--- src/rtl/imem_program_loader_pkg.sv ---
// Shared types and sizing for the instruction-memory program loader.
// Holds the FSM state encoding and the default word/address geometry.
// Header count is always 12 bits: low nibble of LEN_HI concatenated with LEN_LO.
package imem_program_loader_pkg;

    localparam int ADDR_W_DEF     = 12;
    localparam int INSTR_W_DEF    = 19;
    localparam int BYTES_PER_WORD = 3;
    localparam int CNT_W          = 12;

    typedef enum logic [3:0] {
        ST_IDLE   = 4'd0,
        ST_LEN_LO = 4'd1,
        ST_LEN_HI = 4'd2,
        ST_B0     = 4'd3,
        ST_B1     = 4'd4,
        ST_B2     = 4'd5,
        ST_WRITE  = 4'd6,
        ST_DONE   = 4'd7,
        ST_ERR    = 4'd8
    } state_e;

endpackage

--- src/rtl/imem_program_loader_if.sv ---
// Host byte stream, instruction-memory write port and CPU control bundle.
// slave = loader side, master = host/CPU side.
// rx_valid/rx_ready form a plain valid-ready byte handshake.
interface imem_program_loader_if #(
    parameter int ADDR_W  = 12,
    parameter int INSTR_W = 19
);
    logic               start;
    logic               rx_valid;
    logic [7:0]         rx_data;
    logic               rx_ready;
    logic               imem_we;
    logic [ADDR_W-1:0]  imem_waddr;
    logic [INSTR_W-1:0] imem_wdata;
    logic               cpu_hold;
    logic               cpu_pc_reset;
    logic               busy;
    logic               done;
    logic               error;

    modport slave (
        input  start, rx_valid, rx_data,
        output rx_ready, imem_we, imem_waddr, imem_wdata,
               cpu_hold, cpu_pc_reset, busy, done, error
    );

    modport master (
        output start, rx_valid, rx_data,
        input  rx_ready, imem_we, imem_waddr, imem_wdata,
               cpu_hold, cpu_pc_reset, busy, done, error
    );
endinterface

--- src/rtl/imem_program_loader_word_assembler.sv ---
// Collects three host bytes (low first) into one instruction word.
// Latency: word_o valid the cycle after the third byte is accepted; holds until the next word.
// No backpressure of its own; pad_bad_o flags a third byte with nonzero bits above the word.
module imem_program_loader_word_assembler
    import imem_program_loader_pkg::*;
#(
    parameter int INSTR_W = INSTR_W_DEF
) (
    input  logic               clock,
    input  logic               reset,
    input  logic               shift_en_i,
    input  logic [1:0]         byte_idx_i,
    input  logic [7:0]         byte_i,
    output logic [INSTR_W-1:0] word_o,
    output logic               pad_bad_o
);
    localparam int HI_W = INSTR_W - 16;

    logic [7:0]         lo_q;
    logic [7:0]         mid_q;
    logic [INSTR_W-1:0] word_q;

    // Bits of the top byte that do not fit the word must be zero.
    assign pad_bad_o = (byte_i >> HI_W) != 8'd0;
    assign word_o    = word_q;

    // Shift bytes in by position; a bad top byte leaves the previous word untouched.
    always_ff @(posedge clock) begin
        if (!reset) begin
            lo_q   <= '0;
            mid_q  <= '0;
            word_q <= '0;
        end else if (shift_en_i) begin
            case (byte_idx_i)
                2'd0:    lo_q  <= byte_i;
                2'd1:    mid_q <= byte_i;
                default: if (!pad_bad_o) word_q <= {byte_i[HI_W-1:0], mid_q, lo_q};
            endcase
        end
    end
endmodule

--- src/rtl/imem_program_loader.sv ---
// Loads the instruction memory from a length-prefixed host byte stream, stalling the CPU meanwhile.
// Latency: one WRITE cycle after each word's third byte; DONE one cycle after the last write.
// Backpressure: rx_ready drops during WRITE/DONE/ERR/IDLE; rx_valid gaps simply stall the FSM.
module imem_program_loader
    import imem_program_loader_pkg::*;
#(
    parameter int ADDR_W    = ADDR_W_DEF,
    parameter int INSTR_W   = INSTR_W_DEF,
    parameter int BASE_ADDR = 0
) (
    input  logic clock,
    input  logic reset,
    imem_program_loader_if.slave bus
);
    state_e             state_q, state_d;
    logic [7:0]         len_lo_q, len_lo_d;
    logic [CNT_W-1:0]   count_q, count_d;
    logic [ADDR_W-1:0]  addr_q, addr_d;

    logic               rx_ready_q;
    logic               imem_we_q;
    logic [ADDR_W-1:0]  waddr_q;
    logic               cpu_hold_q;
    logic               pc_reset_q;
    logic               busy_q;
    logic               done_q;
    logic               error_q;

    logic               acc;
    logic               asm_en;
    logic [1:0]         byte_idx;
    logic [INSTR_W-1:0] word;
    logic               pad_bad;

    assign acc      = bus.rx_valid & rx_ready_q;
    assign asm_en   = acc & (state_q inside {ST_B0, ST_B1, ST_B2});
    assign byte_idx = (state_q == ST_B0) ? 2'd0 : (state_q == ST_B1) ? 2'd1 : 2'd2;

    imem_program_loader_word_assembler #(.INSTR_W(INSTR_W)) u_asm (
        .clock      (clock),
        .reset      (reset),
        .shift_en_i (asm_en),
        .byte_idx_i (byte_idx),
        .byte_i     (bus.rx_data),
        .word_o     (word),
        .pad_bad_o  (pad_bad)
    );

    // Next-state, header capture and address/count bookkeeping.
    always_comb begin
        state_d  = state_q;
        len_lo_d = len_lo_q;
        count_d  = count_q;
        addr_d   = addr_q;
        case (state_q)
            ST_IDLE, ST_DONE, ST_ERR: if (bus.start) state_d = ST_LEN_LO;
            ST_LEN_LO: if (acc) begin
                len_lo_d = bus.rx_data;
                state_d  = ST_LEN_HI;
            end
            ST_LEN_HI: if (acc) begin
                if (bus.rx_data[7:4] != 4'd0) begin
                    state_d = ST_ERR;
                end else begin
                    count_d = {bus.rx_data[3:0], len_lo_q};
                    if (count_d == '0) begin
                        state_d = ST_DONE;
                    end else begin
                        addr_d  = ADDR_W'(BASE_ADDR);
                        state_d = ST_B0;
                    end
                end
            end
            ST_B0: if (acc) state_d = ST_B1;
            ST_B1: if (acc) state_d = ST_B2;
            ST_B2: if (acc) state_d = pad_bad ? ST_ERR : ST_WRITE;
            ST_WRITE: begin
                addr_d  = addr_q + ADDR_W'(1);
                count_d = count_q - CNT_W'(1);
                state_d = (count_d == '0) ? ST_DONE : ST_B0;
            end
            default: state_d = ST_IDLE;
        endcase
    end

    // State and registered outputs, all decoded from the state being entered.
    always_ff @(posedge clock) begin
        if (!reset) begin
            state_q    <= ST_IDLE;
            len_lo_q   <= '0;
            count_q    <= '0;
            addr_q     <= '0;
            rx_ready_q <= 1'b0;
            imem_we_q  <= 1'b0;
            waddr_q    <= '0;
            cpu_hold_q <= 1'b0;
            pc_reset_q <= 1'b0;
            busy_q     <= 1'b0;
            done_q     <= 1'b0;
            error_q    <= 1'b0;
        end else begin
            state_q    <= state_d;
            len_lo_q   <= len_lo_d;
            count_q    <= count_d;
            addr_q     <= addr_d;
            rx_ready_q <= state_d inside {ST_LEN_LO, ST_LEN_HI, ST_B0, ST_B1, ST_B2};
            imem_we_q  <= (state_d == ST_WRITE);
            busy_q     <= state_d inside {ST_LEN_LO, ST_LEN_HI, ST_B0, ST_B1, ST_B2, ST_WRITE};
            cpu_hold_q <= state_d inside {ST_LEN_LO, ST_LEN_HI, ST_B0, ST_B1, ST_B2, ST_WRITE, ST_ERR};
            done_q     <= (state_d == ST_DONE);
            error_q    <= (state_d == ST_ERR);
            pc_reset_q <= (state_d == ST_DONE) && (state_q != ST_DONE);
            if (state_d == ST_WRITE) waddr_q <= addr_q;
        end
    end

    assign bus.rx_ready     = rx_ready_q;
    assign bus.imem_we      = imem_we_q;
    assign bus.imem_waddr   = waddr_q;
    assign bus.imem_wdata   = word;
    assign bus.cpu_hold     = cpu_hold_q;
    assign bus.cpu_pc_reset = pc_reset_q;
    assign bus.busy         = busy_q;
    assign bus.done         = done_q;
    assign bus.error        = error_q;
endmodule

--- src/flat_wrapper.sv ---
// flat-port wrapper written by rule: the top's interface ports become plain ports
module imem_program_loader_flat import imem_program_loader_pkg::*;
#(
    parameter int ADDR_W    = ADDR_W_DEF,
    parameter int INSTR_W   = INSTR_W_DEF,
    parameter int BASE_ADDR = 0
)
  (clock, reset, bus_start, bus_rx_valid, bus_rx_data, bus_rx_ready, bus_imem_we, bus_imem_waddr, bus_imem_wdata, bus_cpu_hold, bus_cpu_pc_reset, bus_busy, bus_done, bus_error);
  imem_program_loader_if #(.ADDR_W(ADDR_W), .INSTR_W(INSTR_W)) bus_i ();
  input  logic clock;
  input  logic reset;
  input wire logic [$bits(bus_i.start)-1:0] bus_start;
  input wire logic [$bits(bus_i.rx_valid)-1:0] bus_rx_valid;
  input wire logic [$bits(bus_i.rx_data)-1:0] bus_rx_data;
  output wire logic [$bits(bus_i.rx_ready)-1:0] bus_rx_ready;
  output wire logic [$bits(bus_i.imem_we)-1:0] bus_imem_we;
  output wire logic [$bits(bus_i.imem_waddr)-1:0] bus_imem_waddr;
  output wire logic [$bits(bus_i.imem_wdata)-1:0] bus_imem_wdata;
  output wire logic [$bits(bus_i.cpu_hold)-1:0] bus_cpu_hold;
  output wire logic [$bits(bus_i.cpu_pc_reset)-1:0] bus_cpu_pc_reset;
  output wire logic [$bits(bus_i.busy)-1:0] bus_busy;
  output wire logic [$bits(bus_i.done)-1:0] bus_done;
  output wire logic [$bits(bus_i.error)-1:0] bus_error;
  assign bus_i.start = bus_start;
  assign bus_i.rx_valid = bus_rx_valid;
  assign bus_i.rx_data = bus_rx_data;
  assign bus_rx_ready = bus_i.rx_ready;
  assign bus_imem_we = bus_i.imem_we;
  assign bus_imem_waddr = bus_i.imem_waddr;
  assign bus_imem_wdata = bus_i.imem_wdata;
  assign bus_cpu_hold = bus_i.cpu_hold;
  assign bus_cpu_pc_reset = bus_i.cpu_pc_reset;
  assign bus_busy = bus_i.busy;
  assign bus_done = bus_i.done;
  assign bus_error = bus_i.error;
  imem_program_loader #(.ADDR_W(ADDR_W), .INSTR_W(INSTR_W), .BASE_ADDR(BASE_ADDR)) u_core (.clock(clock), .reset(reset), .bus(bus_i));
endmodule
--- config.mk ---
export PLATFORM = sky130hd
export DESIGN_NAME = imem_program_loader_flat
export DESIGN_NICKNAME = d
export VERILOG_FILES = /design/src/rtl/imem_program_loader_pkg.sv /design/src/rtl/imem_program_loader_if.sv /design/src/rtl/imem_program_loader_word_assembler.sv /design/src/rtl/imem_program_loader.sv /design/src/flat_wrapper.sv
export SDC_FILE = /design/constraint.sdc
export NUM_CORES = 1
export LEC_CHECK = 0
export CAP_MARGIN = 10
export CORE_UTILIZATION = 50
export CTS_CLUSTER_DIAMETER = 40
export DETAILED_ROUTE_END_ITERATION = 7
export PLACE_DENSITY = 0.72
export SLEW_MARGIN = 30
export SYNTH_ARGS = -nofsm -noshare
export SYNTH_HDL_FRONTEND = slang
export SYNTH_SLANG_ARGS = --single-unit
--- constraint.sdc ---
create_clock -name clock -period 5.15 [get_ports clock]
set_clock_uncertainty 0.2 [all_clocks]
set_input_delay 1.545 -clock clock [delete_from_list [all_inputs] [get_ports clock]]
set_output_delay 1.545 -clock clock [all_outputs]
set_load 0.01 [all_outputs]
## Yosys cells after proc, flatten, opt, wreduce, memory -nomap -nowiden

Cells that the tools add are included.

- Flip-flop bits (word level): 90
- Output and inout bits: 38

- Add/sub/neg operators: 2
- Equality and inequality tests: 21
- Mux-type cells: 20
- Bitwise operators: 4
- Reductions and logical operators: 20

Operators by type and width:

| cell | count |
|---|---|
| $mux 12 | 5 |
| $pmux 12 s2 | 2 |
| $eq 4x3->1 const B | 8 |
| $mux 4 | 8 |
| $pmux 4 s7 | 1 |
| $logic_not 12->1 | 2 |
| $eq 4x2->1 const B | 4 |
| $add 12x1->12 const B | 1 |
| $sub 12x1->12 const B | 1 |
| $eq 4x1->1 const B | 2 |
| $eq 4x4->1 const B | 2 |
| $reduce_bool 8->1 | 1 |
| $reduce_bool 7->1 | 1 |
| $mux 3 | 2 |
| $reduce_and 2->1 | 3 |
| $reduce_and 3->1 | 2 |
| $reduce_bool 6->1 | 1 |
| $reduce_bool 5->1 | 1 |
| $logic_not 4->1 | 1 |
| $mux 2 | 2 |
| $ne 2x2->1 const B | 2 |
| $ne 4x3->1 const B | 1 |
| $reduce_and 4->1 | 1 |
| $reduce_bool 4->1 | 1 |
| other kinds (10) | 12 |

## Depth between registers and ports, before layout

Gate-level depths: netlist of the first run.

- Word-level depth: 7
- Mapped depth: 8
- Gate-level depth less buffers: 8

## Hierarchy

From an unflattened synthesis of the first run, not the netlist that was laid out.

- Cells, all modules: 463
- Area total of the unflattened synthesis: 4150.2 µm²

Modules (own cells, without submodules):

| module | instances | cells each | area an instance (µm²) |
|---|---|---|---|
| imem_program_loader | 1 | 323 | 2738.9 |
| imem_program_loader_word_assembler | 1 | 140 | 1411.4 |

## Worst setup path after synthesis of the first run

OpenSTA, ideal clock, no wires.

- Path kind: input -> register
- Start: in bus_rx_data[5]
- End: reg u_core.cpu_hold_q, in the netlist u_core.bus.cpu_hold
- Setup time: 0.120 ns
- Arrival: 3.236 ns
- Path slack: 1.594 ns
- Stages: 6
- Buffers on the path: 0
- Cells stage by stage: or4_4 or2_4 or4_4 nand2_2 nor3b_2 o31a_1

- Cells in the longest elaborated chain, start to end: 6
- Elaborated cells on any way between the ends: 15

Ends and longest elaborated chain:

| element | line | source |
|---|---|---|
| start, declared | flat_wrapper.sv:14 | `input wire logic [$bits(bus_i.rx_data)-1:0] bus_rx_data;` |
| $reduce_bool 8->1 / $reduce_bool 4->1 (equally long branches) | imem_program_loader_word_assembler.sv:24, imem_program_loader.sv:62 |  |
| $mux 4 (on tied branches) | imem_program_loader.sv:76, imem_program_loader.sv:62 |  |
| $mux 4 (on tied branches) | imem_program_loader.sv:76, imem_program_loader.sv:61 |  |
| $pmux 4 s7 (*) | imem_program_loader.sv:55 | `case (state_q)` |
| $eq 4x1->1, or another cell as far along | imem_program_loader.sv:109 | `cpu_hold_q <= state_d inside {ST_LEN_LO, ST_LEN_HI, ST_B0, ST_B1, ST_B2, ST_WRITE, ST_ERR};` |
| $reduce_bool 7->1 (*) | imem_program_loader.sv:109 |  |
| end signal, assigned | imem_program_loader.sv:109 |  |
| end, declared | imem_program_loader.sv:23 | `logic cpu_hold_q;` |

Every way passes the cells marked *; elsewhere a longest branch is shown, timed or not.
A chain may end at the register's enable or synchronous reset.

## Worst setup path after layout of the first run

- Start: in bus_rx_data[5]
- End: reg u_core.addr_q[10]

- Cells in the longest elaborated chain, start to end: 3

Ends and longest elaborated chain:

| element | line | source |
|---|---|---|
| $reduce_bool 4->1 | imem_program_loader.sv:62 | `if (bus.rx_data[7:4] != 4'd0) begin` |
| $ne 2x2->1 (no line) | - |  |
| $reduce_and 4->1 (no line) | - |  |
| end signal, assigned | imem_program_loader.sv:105 | `addr_q <= addr_d;` |
| end, declared | imem_program_loader.sv:18 | `logic [ADDR_W-1:0] addr_q, addr_d;` |

Every way passes these cells.

==> impl_metrics.json, run 1 <==
{
  "place_hpwl_um": 6300,
  "power.density_mw_per_mm2": 262,
  "post-cts-setup-buffers": 0,
  "end_kind": "register",
  "synth_mux_area_frac": 0.0594,
  "num-fill-cells": 715,
  "met1Wirelength_um": 4230,
  "coreArea_mm2": 0.00777,
  "syn2layout_area_growth_pct": 16.7,
  "drive_gt1_frac": 0.0827,
  "synth-async-reset-ratio": 0,
  "gp_congestion": 0.811,
  "portBuffers": 49,
  "seq_area_mm2": 0.00180,
  "switchingPower_mw": 0.310,
  "maxCapViolations": 0,
  "crit_path_start_kind": "primary input",
  "drc": 0,
  "path_clk_slew_ns": 0.10,
  "dieHeight_um": 92.0,
  "nNetsFinal": 530,
  "ys_warn_count": 0,
  "routed_wl_um": 9230,
  "synthAdderAreaFrac": 0.00928,
  "hold_buffers": 0,
  "syn-num-nets": 496,
  "io_pins": 50,
  "top_layer_used": "met4",
  "hp-class": "reg -> reg",
  "postSynthAreaPerCell_um2": 8.41,
  "clock-sinks": 90,
  "synth.most_common_cell": "dfxtp_1",
  "finalCriticalPeriod_ns": 3.87,
  "critical-path-slowest-cell": "or4_4",
  "insertion_delay_ns": 0.36,
  "overflow": 0,
  "p_clk_frac": 0.378,
  "comb_power_share": 0.052,
  "worstPathMaxFanout": 11,
  "firstDrtPassIters": 4,
  "hold_viol_final": 0,
  "peakVddDrop_v": 0.000145,
  "multi_input_area_mm2": 0.00204,
  "synth_common_cells": "dfxtp_1 (90), nand2_1 (84), nor2_1 (62)",
  "synthesis.instances": 481,
  "wl_per_cell_um": 14.8,
  "crit_type": "in -> reg",
  "drtIter0Drc": 174,
  "critPathRequiredTime_ns": 5.23,
  "pwr-share-seq": 0.571,
  "synth_edf_count": 0,
  "start_util": 0.521,
  "cts_tree": "yes",
  "grt_pass1_vias": 3267,
  "cts_buffers": 9,
  "ys_seq_area_frac": 0.445,
  "yosys-top-cells-area": "dfxtp_1 (45%), nand2_1 (7.8%), a21oi_1 (6.2%)",
  "crit_path_cell_trace": "clkdlybuf4s50_1 -> or4_4 -> nor2_1 -> a21oi_1 -> nand4b_1 -> or3_1 -> a21oi_1",
  "synth_compound_area_frac": 0.156,
  "syn_area_mm2": 0.00405,
  "synth_top_area_cell": "dfxtp_1",
  "antenna_found_initial": 0,
  "route.met2.wl_um": 4520,
  "finalSetupTns_ns": 0,
  "synth_cell_types": 66,
  "grt_max_degree": 67,
  "sw_frac_of_total": 0.251,
  "die_width_um": 92.0,
  "cts_root_buffer": "clkbuf_8",
  "ys_seq_elements": 90,
  "max_slew_margin": 0.410,
  "p_int_mw": 0.927,
  "setup_viol": 0,
  "vias": 3484,
  "ctsResizeCount": 0,
  "p_total_mw": 1.24,
  "synth_top_area_frac": 0.445,
  "std_cell_rows": 32,
  "r2r_slack_ns": 2.20,
  "cellLeakagePower_nw": 1.67,
  "timing.final.crit_share": 0.752,
  "cts.htree.levels": 3,
  "grt_pass1_wl_um": 15600,
  "ctsLongestPathBuffers": 2,
  "tightest_slew_ns": 0.878,
  "arrival_ns": 3.96,
  "synth-main-ff-cell": "dfxtp_1",
  "vias_per_cell": 5.60,
  "cpMostUsedCell": "a21oi_1",
  "ant_nets": 0,
  "status": "finished clean",
  "dieArea_mm2": 0.00846,
  "routed-wl-met3_um": 337,
  "slew_violations": 0,
  "grt_usage": 0.232,
  "max_stage_delay_ns": 0.59,
  "rsz0062_at_grt": "false",
  "synthSimpleGateAreaFrac": 0.258,
  "fmax_mhz": 258,
  "synth_top_family_by_area": "simple AND/OR/NAND/NOR gates",
  "synth_xor_xnor_area_share": 0.0216,
  "diodes": 0
}
area by class of cell:
class,count,share of cell area
Multi-Input combinational cell,353,0.432
Sequential cell,90,0.382
Clock buffer,10,0.0291
Inverter,7,0.00609
Tap cell,102,0.0270
Clock inverter,6,0.0125
Timing Repair Buffer,54,0.112
final timing paths:
path | startpoint | endpoint | cells after the start
setup / recovery | bus_rx_data[5] | u_core.addr_q[10] | 7
hold / removal | u_core.u_asm.lo_q[0] | u_core.u_asm.word_o[0] | 2
setup reg to reg | u_core.state_q[2] | u_core.bus.cpu_hold | 6
hold reg to reg | u_core.u_asm.lo_q[0] | u_core.u_asm.word_o[0] | 2
layer usage:
metal / GRT usage / vias to the layer above
li1: - / 1741
met1: 0.289 / 1648
met2: 0.390 / 82
met3: 0.0580 / 13
met4: 0.0807 / 0
met5: 0 / -
critical path: cells and delay by family:
kind            cells  cell delay (ns)
buf+inv             1             0.48
compound gates      2             0.42
simple gates        4             1.51
cells in the final DEF, fill, tap and decap left out, types with 9 or more instances in the layout:
cell type / n
nand2_1: 84
nor4_1: 9
o21ai_0: 20
mux2i_1: 24
clkdlybuf4s50_1: 49
nor2_1: 61
dfxtp_1: 90
xnor2_1: 9
a21oi_1: 50
clkbuf_8: 10
per-stage QoR:
step / utilization / hold slack [ns] / worst slack (ns) / cell area, um^2 / std cells
2_1_floorplan: - / 0.231 / 1.59 / 4050 / 481
3_3_place_gp: 0.582 / 0.242 / 0.927 / 4520 / 606
3_5_place_dp: 0.583 / 0.246 / 0.917 / 4530 / 606
4_1_cts: 0.608 / 0.253 / 1.31 / 4720 / 622
5_1_grt: 0.608 / 0.282 / 1.12 / 4720 / 622
6_report: 0.608 / 0.255 / 1.28 / 4720 / 622
registers in the layout, summed over array words and instances (netlist names):
register and cells:
u_core.u_asm.word_o 19, u_core.addr_q 12, u_core.bus.imem_waddr 12, u_core.count_q 12
u_core.len_lo_q 8, u_core.u_asm.lo_q 8, u_core.u_asm.mid_q 8, u_core.state_q 4
u_core.bus.busy 1, u_core.bus.cpu_hold 1, u_core.bus.cpu_pc_reset 1, u_core.bus.done 1
u_core.bus.error 1, u_core.bus.imem_we 1, u_core.bus.rx_ready 1
power by group through the flow:
stage	Clock (mW)	Sequential (mW)	Combinational, mW
finish	0.467	0.706	0.0639
global route	0.512	0.707	0.0691
CTS	0.481	0.706	0.0646
detailed placement	0	0.722	0.0642
global placement	0	0.722	0.0635
floorplan	0	0.722	0.0366
logic make-up after synthesis:
kind of cell,Yosys count
buffers and inverters,38
flip-flops,90
XOR/XNOR,10
AO/OA/AOI/OAI,103
adder cells (fa/ha/maj),3
AND/OR/NAND/NOR,213
multiplexers,24
No activity file was read; power rests on OpenSTA's default activity.
==> inputs of run 2 (changes only) <==
==> constraint.sdc (replaced) <==
create_clock -name clock -period 3.8 [get_ports clock]
set_clock_uncertainty 0.2 [all_clocks]
set_input_delay 1.14 -clock clock [delete_from_list [all_inputs] [get_ports clock]]
set_output_delay 1.14 -clock clock [all_outputs]
set_load 0.01 [all_outputs]
==> run 2 against run 1 <==
Compared with the run above: die area unchanged; total power increased by 40%; non-clock buffer count increased by 16; cell count increased by 2.6%; critical path depth unchanged; core utilization increased by 1.9 points; register-to-register slack got worse by 1.3 ns; global-route usage increased by 0.87 points; clock-buffer cell count unchanged; combinational power increased by 51%; clock power increased by 44%; largest cell class unchanged.
==> impl_metrics.json, run 2 (synthesized netlist as in run 1, its figures left out) <==
{
  "timing.final.crit_share": 0.881,
  "largest_reg_flops": 19,
  "p_clk_frac": 0.389,
  "hold-path-cell-count": 2,
  "cts_root_buffer": "clkbuf_8",
  "maxCapViolations": 0,
  "num-fill-cells": 691,
  "gp_congestion": 0.831,
  "final_common_cell": "dfxtp_1",
  "wl_per_cell_um": 15.3,
  "path_clk_slew_ns": 0.09,
  "io_pins": 50,
  "portBuffers": 49,
  "nNetsFinal": 546,
  "final_cell_mix": "dfxtp_1 (90), nand2_1 (84), nor2_1 (62), a21oi_1 (50), clkdlybuf4s50_1 (49)",
  "drive_gt1_frac": 0.106,
  "peakVddDrop_v": 0.000219,
  "routed_wl_um": 9790,
  "comb_power_share": 0.056,
  "arrival_ns": 3.39,
  "clock-sinks": 90,
  "syn2layout_area_growth_pct": 20.3,
  "reg2reg_depth": 8,
  "std_cell_rows": 32,
  "critPathRequiredTime_ns": 3.85,
  "hold_buffers": 0,
  "max_slew_margin": 0.595,
  "crit_type": "in -> reg",
  "dieHeight_um": 92.0,
  "placed_cell_area_mm2": 0.00467,
  "finalCriticalPeriod_ns": 3.35,
  "setup_viol": 0,
  "p_int_mw": 1.31,
  "cellLeakagePower_nw": 1.75,
  "tightest_slew_ns": 0.606,
  "ctsLongestPathBuffers": 2,
  "ant_nets": 0,
  "fin_util": 0.627,
  "worstPathMaxFanout": 3,
  "finalSetupTns_ns": 0,
  "firstDrtPassIters": 4,
  "switchingPower_mw": 0.420,
  "antenna_found_initial": 0,
  "start_util": 0.521,
  "grt_pass1_wl_um": 16300,
  "fmax_mhz": 299,
  "status": "finished clean",
  "vias_per_cell": 5.75,
  "post-cts-setup-buffers": 0,
  "die_width_um": 92.0,
  "dieArea_mm2": 0.00846,
  "cts_buffers": 9,
  "diodes": 0,
  "power.density_mw_per_mm2": 355,
  "cts_tree": "yes",
  "insertion_delay_ns": 0.36,
  "hold_viol_final": 0,
  "end_kind": "register",
  "hp-class": "reg -> reg",
  "sw_frac_of_total": 0.243,
  "coreArea_mm2": 0.00777,
  "overflow": 0,
  "rsz0062_at_grt": "false",
  "drtIter0Drc": 140,
  "grt_pass1_vias": 3446,
  "grt_max_degree": 34,
  "vias": 3671,
  "fin_area_mm2": 0.00487,
  "crit_path_start_kind": "primary input",
  "grt_usage": 0.241,
  "cts.htree.levels": 3,
  "ctsResizeCount": 0,
  "drc": 0,
  "pwr-share-seq": 0.555,
  "place_hpwl_um": 6800,
  "slew_violations": 0
}
==> run 2: routing by layer <==
layer  vias to the layer above  global-route usage  part of all wire  wire length, um
li1                       1776                   -                 -                -
met1                      1734               0.292              0.41             4030
met2                       125               0.407              0.49             4820
met3                        36              0.0531             0.063              612
met4                         0               0.108             0.034              330
met5                         -                   0                 0                0
==> run 2: cell type report <==
type                            instances  area (um^2)  area share
Multi-Input combinational cell        353         2040       0.419
Sequential cell                        90         1800       0.370
Timing Repair Buffer                   70          673       0.138
Inverter                                7         26.3     0.00540
Clock inverter                          6         73.8      0.0152
Tap cell                              102          128      0.0262
Clock buffer                           10          128      0.0262
==> run 2: per-stage QoR <==
step / total power [mW] / hold WS [ns] / setup WS [ns] / instances
4_1_cts: 1.74 / 0.256 / 0.468 / 638
3_3_place_gp: 1.07 / 0.240 / 0.136 / 622
2_1_floorplan: 1.03 / 0.231 / 0.649 / 481
5_1_grt: 1.79 / 0.277 / 0.381 / 638
6_report: 1.73 / 0.256 / 0.453 / 638
3_5_place_dp: 1.08 / 0.246 / 0.0875 / 622
==> run 2: final timing paths <==
check | from | endpoint | slack [ns]
max | bus_rx_data[5] | u_core.bus.cpu_hold | 0.45
min | u_core.u_asm.mid_q[1] | u_core.u_asm.word_o[9] | 0.26
max reg2reg | u_core.count_q[0] | u_core.bus.cpu_hold | 0.94
min reg2reg | u_core.u_asm.mid_q[1] | u_core.u_asm.word_o[9] | 0.26
==> run 2: critical path, stage by stage <==
cell and delay (ns):
clkdlybuf4s50_1 0.42, or4_4 0.59, or2_4 0.28, or4_4 0.50, nand2_2 0.10, nor3b_2 0.06, o31a_1 0.31
==> run 2: power groups by stage <==
stage / logic (mW) / registers [mW] / clock network [mW]
floorplan: 0.0496 / 0.979 / 0
global placement: 0.0942 / 0.979 / 0
detailed placement: 0.0956 / 0.979 / 0
CTS: 0.0965 / 0.957 / 0.689
global route: 0.104 / 0.958 / 0.725
finish: 0.0967 / 0.957 / 0.672
==> inputs of run 3 (changes only) <==
==> constraint.sdc (replaced) <==
create_clock -name clock -period 3.8 [get_ports clock]
set_clock_uncertainty 0.2 [all_clocks]
set_input_delay 1.14 -clock clock [delete_from_list [all_inputs] [get_ports clock]]
set_output_delay 1.14 -clock clock [all_outputs]
set_load 0.02 [all_outputs]
==> results of run 3 <==
Same layout as run 2 (identical final DEF). Status: finished clean.
